### config.mk
export PLATFORM = sky130hd
export DESIGN_NAME = marie_control_unit
export DESIGN_NICKNAME = d
export VERILOG_FILES = /design/src/rtl/marie_control_unit.sv
export SDC_FILE = /design/constraint.sdc
export NUM_CORES = 1
export LEC_CHECK = 0
export BUFFER_PORTS_ARGS = -buffer_cell sky130_fd_sc_hd__buf_2
export CAP_MARGIN = 25
export CORE_MARGIN = 1
export CORE_UTILIZATION = 53
export CTS_CLUSTER_SIZE = 28
export DETAILED_ROUTE_END_ITERATION = 10
export GPL_TIMING_DRIVEN = 0
export PLACE_DENSITY = 0.8
export SETUP_SLACK_MARGIN = 0.5
export SYNTH_ARGS = -nofsm -noshare
export SYNTH_HDL_FRONTEND = slang
export SYNTH_SLANG_ARGS = --single-unit
### constraint.sdc
create_clock -name clk -period 2.9 [get_ports clk]
set_input_delay 0.87 -clock clk [delete_from_list [all_inputs] [get_ports clk]]
set_output_delay 0.87 -clock clk [all_outputs]
set_load 0.02 [all_outputs]
### src/rtl/marie_control_unit.sv
// marie_control_unit: fetch/decode/execute sequencer for the 16-bit MARIE accumulator CPU.
// Owns PC/IR/MBR/AC and drives the synchronous RAM strobes and the external add/subtract ALU.
module marie_control_unit #(
    parameter int                    ADDR_WIDTH   = 14,
    parameter int                    DATA_WIDTH   = 16,
    parameter logic [ADDR_WIDTH-1:0] RESET_PC     = 'h100,
    parameter int                    READ_LATENCY = 1
) (
    input  logic                  clk,
    input  logic                  rst,
    input  logic                  start,
    output logic [ADDR_WIDTH-1:0] mem_addr,
    output logic                  mem_cs,
    output logic                  mem_we,
    output logic                  mem_oe,
    output logic [DATA_WIDTH-1:0] mem_wdata,
    input  logic [DATA_WIDTH-1:0] mem_rdata,
    output logic [DATA_WIDTH-1:0] alu_a,
    output logic [DATA_WIDTH-1:0] alu_b,
    output logic [1:0]            alu_sel,
    input  logic [DATA_WIDTH-1:0] alu_out,
    output logic                  halted,
    output logic [ADDR_WIDTH-1:0] pc_out,
    output logic [DATA_WIDTH-1:0] ac_out
);
    typedef enum logic [2:0] {IDLE, FETCH, DECODE, OPRD, EXEC_ALU, WRITE, HALT} state_t;
    state_t state_q, state_d;
    logic [ADDR_WIDTH-1:0] pc_q, pc_d, addr_q, addr_d, x;
    logic [DATA_WIDTH-1:0] ir_q, ir_d, mbr_q, mbr_d, ac_q, ac_d;
    logic [1:0] cnt_q, cnt_d, sel_q, sel_d;
    logic cs_q, cs_d, we_q, we_d, oe_q, oe_d, halted_q, halted_d, last, skip, ac_neg, ac_zero;
    logic [3:0] op;
    assign op      = ir_q[DATA_WIDTH-1 -: 4];
    assign x       = ADDR_WIDTH'(ir_q[11:0]);
    assign last    = cnt_q == 2'(READ_LATENCY);
    assign ac_neg  = ac_q[DATA_WIDTH-1];
    assign ac_zero = ac_q == '0;
    assign skip    = ir_q[11:10] == 2'b00 ? ac_neg :
                     ir_q[11:10] == 2'b01 ? ac_zero :
                     ir_q[11:10] == 2'b10 ? !ac_neg && !ac_zero : 1'b0;
    always_comb begin
        state_d = state_q;
        pc_d    = pc_q;
        ir_d    = ir_q;
        mbr_d   = mbr_q;
        ac_d    = ac_q;
        cnt_d   = '0;
        case (state_q)
            IDLE: state_d = start ? FETCH : IDLE;
            FETCH: begin
                if (last) begin
                    ir_d    = mem_rdata;
                    pc_d    = pc_q + ADDR_WIDTH'(1);
                    state_d = DECODE;
                end else cnt_d = cnt_q + 2'd1;
            end
            DECODE: begin
                case (op)
                    4'h1, 4'h3, 4'h4: state_d = OPRD;
                    4'h2:             state_d = WRITE;
                    4'h7:             state_d = HALT;
                    4'h8: begin
                        pc_d    = skip ? pc_q + ADDR_WIDTH'(1) : pc_q;
                        state_d = FETCH;
                    end
                    4'h9: begin
                        pc_d    = x;
                        state_d = FETCH;
                    end
                    4'hA: begin
                        ac_d    = '0;
                        state_d = FETCH;
                    end
                    default: state_d = FETCH;
                endcase
            end
            OPRD: begin
                if (last) begin
                    mbr_d   = mem_rdata;
                    ac_d    = op == 4'h1 ? mem_rdata : ac_q;
                    state_d = op == 4'h1 ? FETCH : EXEC_ALU;
                end else cnt_d = cnt_q + 2'd1;
            end
            EXEC_ALU: begin
                ac_d    = alu_out;
                state_d = FETCH;
            end
            WRITE:   state_d = FETCH;
            HALT:    state_d = HALT;
            default: state_d = IDLE;
        endcase
        // Strobes are registered, so they are derived from the state being entered.
        oe_d     = state_d == FETCH || state_d == OPRD;
        we_d     = state_d == WRITE;
        cs_d     = oe_d || we_d;
        addr_d   = state_d == FETCH ? pc_d : (state_d == OPRD || state_d == WRITE) ? x : '0;
        sel_d    = state_d != EXEC_ALU ? 2'b00 : op == 4'h4 ? 2'b10 : 2'b01;
        halted_d = state_d == HALT;
    end
    always_ff @(posedge clk) begin
        if (rst) begin
            state_q  <= IDLE;
            pc_q     <= RESET_PC;
            ir_q     <= '0;
            mbr_q    <= '0;
            ac_q     <= '0;
            cnt_q    <= '0;
            addr_q   <= '0;
            cs_q     <= 1'b0;
            we_q     <= 1'b0;
            oe_q     <= 1'b0;
            sel_q    <= 2'b00;
            halted_q <= 1'b0;
        end else begin
            state_q  <= state_d;
            pc_q     <= pc_d;
            ir_q     <= ir_d;
            mbr_q    <= mbr_d;
            ac_q     <= ac_d;
            cnt_q    <= cnt_d;
            addr_q   <= addr_d;
            cs_q     <= cs_d;
            we_q     <= we_d;
            oe_q     <= oe_d;
            sel_q    <= sel_d;
            halted_q <= halted_d;
        end
    end
    assign mem_addr  = addr_q;
    assign mem_cs    = cs_q;
    assign mem_we    = we_q;
    assign mem_oe    = oe_q;
    assign mem_wdata = ac_q;
    assign alu_a     = ac_q;
    assign alu_b     = mbr_q;
    assign alu_sel   = sel_q;
    assign halted    = halted_q;
    assign pc_out    = pc_q;
    assign ac_out    = ac_q;
endmodule

==> results of run 1 <==
repair_timing:
action	4_1_cts	5_1_grt
gates resized for setup	12	35
cloned	0	0
setup buffers	0	2
pin swaps	0	3
setup endpoints to repair	32	56
layout by cell type, fill, tap and decap left out, types with 6 or more instances in the layout:
cell type | synthesis | final
buf_2 | 14 | 148
nand2_1 | 98 | 98
a21oi_1 | 79 | 79
dfxtp_1 | 87 | 79
nor2_1 | 66 | 64
buf_4 | 33 | 35
o21ai_0 | 22 | 22
clkbuf_1 | 26 | 18
a22oi_1 | 16 | 16
a211oi_1 | 18 | 15
clkbuf_8 | 4 | 14
nand3_1 | 15 | 13
inv_1 | 10 | 9
clkbuf_2 | 1 | 9
and3_1 | 9 | 9
nor3_1 | 11 | 9
xnor2_1 | 8 | 8
dfxtp_2 | 0 | 8
nand2b_1 | 7 | 7
nor4_1 | 8 | 7
xor2_1 | 6 | 6
sequential cells by signal, summed over array words and instances (netlist names):
name      count
mem_cs        1
state_q       3
ac_out       16
halted        1
alu_b        16
cnt_q         2
mem_oe        1
alu_sel       2
mem_we        1
pc_out       14
ir_q         16
mem_addr     14
logic make-up after synthesis:
family          count (synthesis)
compound gates                171
xor+xnor                       14
fa+ha+maj                       2
buf+inv                        93
flops                          87
mux                             3
simple gates                  262
worst max-delay path, cell delays in order, from the launching register on:
cell	delay, ps
dfxtp_1	380
nor4_4	440
a41oi_4	270
a211o_1	320
buf_6	170
nor3b_1	170
o21ai_0	150
a31oi_1	340
worst max-delay path by stage:
stage | depth (start not counted) | to | slack (ps) | start
floorplan | 8 | mem_addr[7] | 710 | ac_out[15]
global placement | 9 | mem_addr[6] | 170 | cnt_q[1]
detailed placement | 9 | mem_addr[6] | 170 | cnt_q[1]
CTS | 8 | mem_addr[4] | 510 | state_q[1]
global route | 7 | mem_addr[7] | 500 | ac_out[7]
finish | 7 | mem_addr[4] | 540 | ac_out[7]
area by class of cell:
class / count / area (um^2) / area share, %
Inverter: 10 / 37.54 / 0.6115
Buffer: 83 / 524.3 / 8.541
Sequential cell: 87 / 1752 / 28.54
Tap cell: 108 / 135.1 / 2.201
Multi-Input combinational cell: 452 / 2756 / 44.90
Clock buffer: 10 / 137.6 / 2.242
Timing Repair Buffer: 135 / 680.7 / 11.09
Clock inverter: 6 / 115.1 / 1.875
per-stage QoR:
step	instances	worst slack, ps	util (%)	hold slack (ps)	total power [uW]
after floorplan	632	710.6	-	407.2	1393
after global placement	872	168.7	64.68	414.0	1487
after detailed placement	873	174.0	64.73	423.4	1491
after CTS	889	512.5	68.04	436.8	2544
after global routing	891	496.4	69.37	464.1	2626
final	891	537.8	69.37	441.2	2555
report_power, final:
part	switching [uW]	total [uW]	leakage [uW]	internal, uW
Combinational	174	255	0.00179	81.2
Sequential	10.5	1230	0.000707	1220
Clock	473	1070	0.000123	600
Total	657	2550	0.00262	1900
metal layers:
layer | track usage [%] | vias to the layer above | wire (um)
met2 | 52.38 | 276 | 7667
met3 | 4.681 | 46 | 1390
met5 | 0 | - | 0
met1 | 46.48 | 2572 | 7018
met4 | 14.01 | 0 | 441
li1 | - | 2492 | -
==> results.md, run 1 <==
- Status: complete, but fails checks
- Failing checks: design-rule violations
- Post-layout nets: 815
- Post-synthesis mux area share: less than 1%
- All-Layer GR Usage: approximately a third
- Synthesis-stage register bit count: 87
- Die Y: between 90 and 100 um
- Fin area: around 6100 um^2
- Post-route minimum period: 2362 ps
- FILL cells: around 760
- Synth area leaders: dfxtp_1 35%, a21oi_1 8.0%, nand2_1 7.5%
- Synth Flop Type: dfxtp_1
- Core area: around 8800 um^2
- Setup TNS: 0 ps
- Largest family of logic cells by synthesized area: simple AND/OR/NAND/NOR gates
- Critical Path Fanout Max: 10
- Yosys warns: 0
- Setup-failing EPs final: 0
- Rows: 34
- # IOs: about 130
- HP Class: reg -> reg
- Synthesized area: between 4000 and 5000 um^2
- DRC viols: 5
- Yosys top cell area share: around 35%
- Max-Cap Viols: 0
- FFs w/ async S/R, synth: 0%
- Compound-Gate Fraction of Synth Area: 22.52%
- Port Buffers: between 100 and 150
- Clk_lat worst skew: 380 ps
- DR WL/cell: roughly 19 um
- Most numerous cell in the Yosys netlist: nand2_1
- Root buffer cell: clkbuf_8
- Routed via count: roughly 5,400
- Mapped Cells: ~630
- Worst Hold End: cnt_q[0]
- Crit Path Category: reg -> reg
- Critical path data required time: around 3200 ps
- FF-to-FF End: mem_addr[4]
- Placed cell area: approximately 5700 um^2
- Synth unique cells: 72
- Clock sinks: between 80 and 90
- Reg2Reg Setup Slack: around 540 ps
- Sequential area share after synthesis: between 30% and 40%
- Clock transition at path regs: 100 ps
- Slew @ Worst Pin: between 600 and 700 ps
- First-pass GRT wire length: between 20 and 30 mm
- Area growth from synthesis to layout: 24.58%
- XOR/XNOR Fraction of Synth Area: 2.489%
- Slew Limit Fails: 0
- Antenna cell count: 0
- Peak VDD IR: about 0.00026 V
- Post-synth top cells: 98 x nand2_1, 87 x dfxtp_1, 79 x a21oi_1, 66 x nor2_1, 33 x buf_4
- Min-Delay Path Depth: 1
- Syn Area/Cell: 7.796 um^2
- Share of cells above drive strength 1: between 30% and 40%
- Reg2Reg Launch Point: ac_out[7]
- Vias in the first global route: ~4,700
- Static Leak: 0.002622 uW
- Routability cong.: 0.9410
- Clock Tree Buf Depth: 2
- GRT Residual Overflow: 0
- DRT antenna net count: 0
- DR pass1 iterations: 11
- Crit path arrival time: roughly 2600 ps
- Largest net degree at the start of global routing: 16
- Fmax: ~420 MHz
- EDFF count, synth: 0
- Final hold vios: 0
- Synth Area in Simple Gates: 27.43%
- Die X: about 98 um
- Initial antenna violation count: 0
- Initial Util: 55.68%
- TritonCTS clock tree: built
- Post-Synth Adder-Cell Area: 0.5079%
- Synthesized net count: around 670
- Top cell type by total area after synthesis: dfxtp_1
- Startpoint types: register
- CTS buffer count: 9
- Skew final: ~11 ps
- Pwr Density: about 420 nW/um^2
- Rel. slew slack: between 50% and 60%
- Hold Path Origin: cnt_q[0]
- DP HPWL: ~12 mm
- CP Capture Type: register
- Vias per std cell: just over 6
- DIE AREA: between 9000 and 10,000 um^2
- RSZ-0062 raised after global routing: yes
- R2R cell count: 7
- H-tree levels: 3
- Final WL: roughly 17 mm
- Tcrit/Tclk final: approximately four fifths
- DR iter-0 viols: just under 500
- Post-CTS Hold Fix Bufs: 0
Note: power is estimated with default switching activity, not from simulation.
==> run 2, diff against run 1 <==
Settings changed: ABC_AREA set to 1, CORE_UTILIZATION 53 to 48, PLACE_DENSITY 0.8 to 0.77.
Clock period 2.9 ns to 2.05 ns, I/O delays scaled along.
==> run 2 against run 1 <==
The flow finishes with violations (negative setup slack). Critical endpoint is now mem_addr[3]. Die area up 5.8%. Combinational power rose to 3.7 times the previous value. Non-clock buffer count up 77. Synthesized area down 4.0%. Global-route usage up 1.2 points. Sequential power up 44%. Wire length up 45%. Hold slack better by 21 ps. Cell count up 17%. Maximum frequency up 12%.
==> results.md, run 2 <==
- DR pass1 iterations: 7 (was 11)
- Final hold vios: 0 (unchanged)
- All-Layer GR Usage: 34.68% (was 33.48%)
- Root buffer cell: clkbuf_8 (unchanged)
- FF-to-FF End: mem_addr[3] (was mem_addr[4])
- Setup-failing EPs final: 5 (was 0)
- Reg area: 1837 um^2 (was 1752 um^2)
- FILL cells: 446 (was 758)
- Most frequent cells in the layout: 111 x buf_6, 95 x nand2_1, 82 x buf_2, 65 x buf_4, 53 x dfxtp_1 (was 148 x buf_2, 98 x nand2_1, 79 x a21oi_1, 79 x dfxtp_1, 64 x nor2_1)
- Rel. slew slack: 54.58% (was 54.22%)
- HP Class: reg -> reg (unchanged)
- Final Util: 86.58% (was 69.37%)
- Max-Cap Viols: 0 (unchanged)
- Critical Path Fanout Max: 10 (unchanged)
- R2R cell count: 12 (was 7)
- Slew @ Worst Pin: 681.4 ps (was 686.8 ps)
- Vias in the first global route: 5,515 (was 4,743)
- Startpoint types: register (unchanged)
- Synth unique cells: 37 (was 72)
- Vias per std cell: 6.423 (was 6.045)
- Post-route minimum period: 2103 ps (was 2362 ps)
- Skew final: 24.11 ps (was 11.09 ps)
- Synthesis-stage register bit count: 87 (unchanged)
- Largest net degree at the start of global routing: 16 (unchanged)
- Post-synth top cells: 138 x nand2_1, 87 x dfxtp_1, 76 x nand3_1, 58 x a21oi_1, 53 x inv_1 (was 98 x nand2_1, 87 x dfxtp_1, 79 x a21oi_1, 66 x nor2_1, 33 x buf_4)
- Pint: 2621 uW (was 1898 uW)
- DRC viols: 0 (was 5)
- Rows: 35 (was 34)
- First-pass GRT wire length: 27.29 mm (was 25.03 mm)
- Total net switching power: 1320 uW (was 657.1 uW)
- H-tree levels: 3 (unchanged)
- CTS buffer count: 9 (unchanged)
- Post-layout nets: 946 (was 815)
- Clk_lat worst skew: 380 ps (about the same)
- Routed via count: 6,699 (was 5,386)
- Routability cong.: 0.9324 (was 0.9410)
- Pwr Density: 485.8 nW/um^2 (was 416.2 nW/um^2)
- Synth Flop Type: dfxtp_1 (unchanged)
- Worst Slack Setup Final: -52.72 ps (was 537.8 ps)
- Overall Power: 3942 uW (was 2555 uW)
- RSZ-0062 raised after global routing: yes (unchanged)
- Slew Limit Fails: 0 (unchanged)
- Yosys warns: 0 (unchanged)
- Clock transition at path regs: 100 ps (about the same)
- DIE AREA: 10,250 um^2 (was 9687 um^2)
- Tcrit/Tclk final: 102.6% (was 81.46%)
- Synth area leaders: dfxtp_1 37%, nand2_1 11%, nand3_1 8.0% (was dfxtp_1 35%, a21oi_1 8.0%, nand2_1 7.5%)
- Share of cells above drive strength 1: 56.56% (was 33.72%)
- DP HPWL: 11.24 mm (was 12.25 mm)
- Logic gate share of total power: 23.7% (was 10.0%)
- Die X: 101.3 um (was 98.42 um)
- CP startpoint: state_q[1] (was ac_out[7])
- Commonest non-fill, non-tap cell in the layout: buf_6 (was buf_2)
- Crit Path Category: reg -> reg (unchanged)
- Status: complete, but fails checks (unchanged)
- Core area: 9371 um^2 (was 8848 um^2)
- Multi-input combinational cell area: 3040 um^2 (was 2756 um^2)
- Failing checks: negative setup slack (was design-rule violations)
- Clock Tree Buf Depth: 2 (unchanged)
- DR WL/cell: 22.90 um (was 18.54 um)
- Final WL: 23.89 mm (was 16.52 mm)
- Sequential area share after synthesis: 36.84% (was 35.35%)
- Net Sw Frac: 33.49% (was 25.72%)
- Crit path to: mem_addr[3] (was mem_addr[4])
- Static Leak: 0.003579 uW (was 0.002622 uW)
- EDFF count, synth: 0 (unchanged)
- # IOs: 133 (unchanged)
- Antenna cell count: 0 (unchanged)
- Synthesized net count: 711 (was 669)
- Initial antenna violation count: 0 (unchanged)
- Critical path data required time: 2380 ps (was 3170 ps)
- CP Capture Type: register (unchanged)
- Most numerous cell in the Yosys netlist: nand2_1 (unchanged)
- TritonCTS clock tree: built (unchanged)
- Sequential share of power: 44.8% (was 48.0%)
- FFs w/ async S/R, synth: 0% (unchanged)
- Clock power share: 31.5% (was 42.0%)
- Reg2Reg Setup Slack: -50 ps (was 540 ps)
- GRT Residual Overflow: 0 (unchanged)
- Area growth from synthesis to layout: 71.61% (was 24.58%)
- Clock sinks: 87 (unchanged)
- Fmax: 475.6 MHz (was 423.3 MHz)
- Yosys top cell area share: 36.84% (was 35.35%)
- Crit path arrival time: 2430 ps (was 2630 ps)
- Mapped Cells: 674 (was 632)
- Synthesized area: 4728 um^2 (was 4927 um^2)
- Top cell type by total area after synthesis: dfxtp_1 (unchanged)
- Port Buffers: 132 (unchanged)
- Initial Util: 50.45% (was 55.68%)
- Reg2Reg Launch Point: state_q[1] (was ac_out[7])
- Peak VDD IR: 0.0003655 V (was 0.0002589 V)
- Syn Area/Cell: 7.015 um^2 (was 7.796 um^2)
- Die Y: 101.3 um (was 98.42 um)
- DR iter-0 viols: 964 (was 487)
- DRT antenna net count: 0 (unchanged)
run 2: area by class of cell:
cell class	count	share of cell area [%]
multi-input combinational	451	37.47
timing repair buffer	224	23.07
sequential	87	22.64
buffer	71	8.759
inverter	65	3.732
tap	129	1.989
clock buffer	11	1.881
clock inverter	5	0.4626
run 2: kinds of logic after synthesis:
logic type      synth area share [%]
compound gates                 15.96
xor+xnor                       1.667
fa+ha+maj                     0.5292
buf+inv                        14.55
flops                          36.84
simple gates                   30.46
run 2: worst min-delay path by stage:
stage | startpoint | end | slack [ps] | cells past startpoint
6_report | alu_b[11] | alu_b[11] | 460 | 2
5_1_grt | alu_b[11] | alu_b[11] | 490 | 2
4_1_cts | rst | mem_oe | 450 | 2
3_5_place_dp | cnt_q[0] | cnt_q[0] | 440 | 1
3_3_place_gp | cnt_q[0] | cnt_q[0] | 420 | 1
2_1_floorplan | cnt_q[0] | cnt_q[0] | 410 | 1
run 2: power by group through the flow:
stage	clock [uW]	combinational, uW	sequential, uW
after floorplan	0	318	1850
after global placement	0	539	1810
after detailed placement	0	544	1810
after CTS	1190	700	1770
after global routing	1280	961	1770
final	1240	935	1770
run 2: repair_timing:
| action | 4_1_cts | 5_1_grt |
|---|---|---|
| buffers inserted | 42 | 42 |
| gates resized for setup | 241 | 204 |
| setup endpoints to repair | 118 | 129 |
| gates cloned | 7 | 1 |
| pin swaps | 34 | 42 |
| hold buffers | 0 | 0 |
run 2: routing by layer:
layer  wire length, um  global-route usage, %  up-vias
met1              7830                  41.43     3054
met3              3046                  7.453      246
li1                  -                      -     2682
met5                 0                      0        -
met2             10920                  58.50      717
met4              2087                  18.39        0
run 2: metrics by stage:
step	cell area [um^2]	cells	TNS (ps)	setup WS [ps]	hold WS (ps)
after floorplan	4860	674	0	375.7	411.0
after global placement	5682	935	-281.5	-77.25	419.9
after detailed placement	5682	935	-812.2	-102.5	443.2
after CTS	7097	1000	0	94.90	449.2
after global routing	8114	1043	-1250	-191.6	487.7
final	8114	1043	-184.9	-52.72	462.6
run 2: worst max-delay path, stage by stage, from the launching register on:
cell	delay, ps
dfxtp_4	440
inv_2	150
nor3_2	290
inv_1	160
nand3_4	130
a21oi_4	50
buf_6	150
a21oi_4	210
buf_6	190
nand3_2	80
nand2_2	80
nand2_2	70
inv_1	60
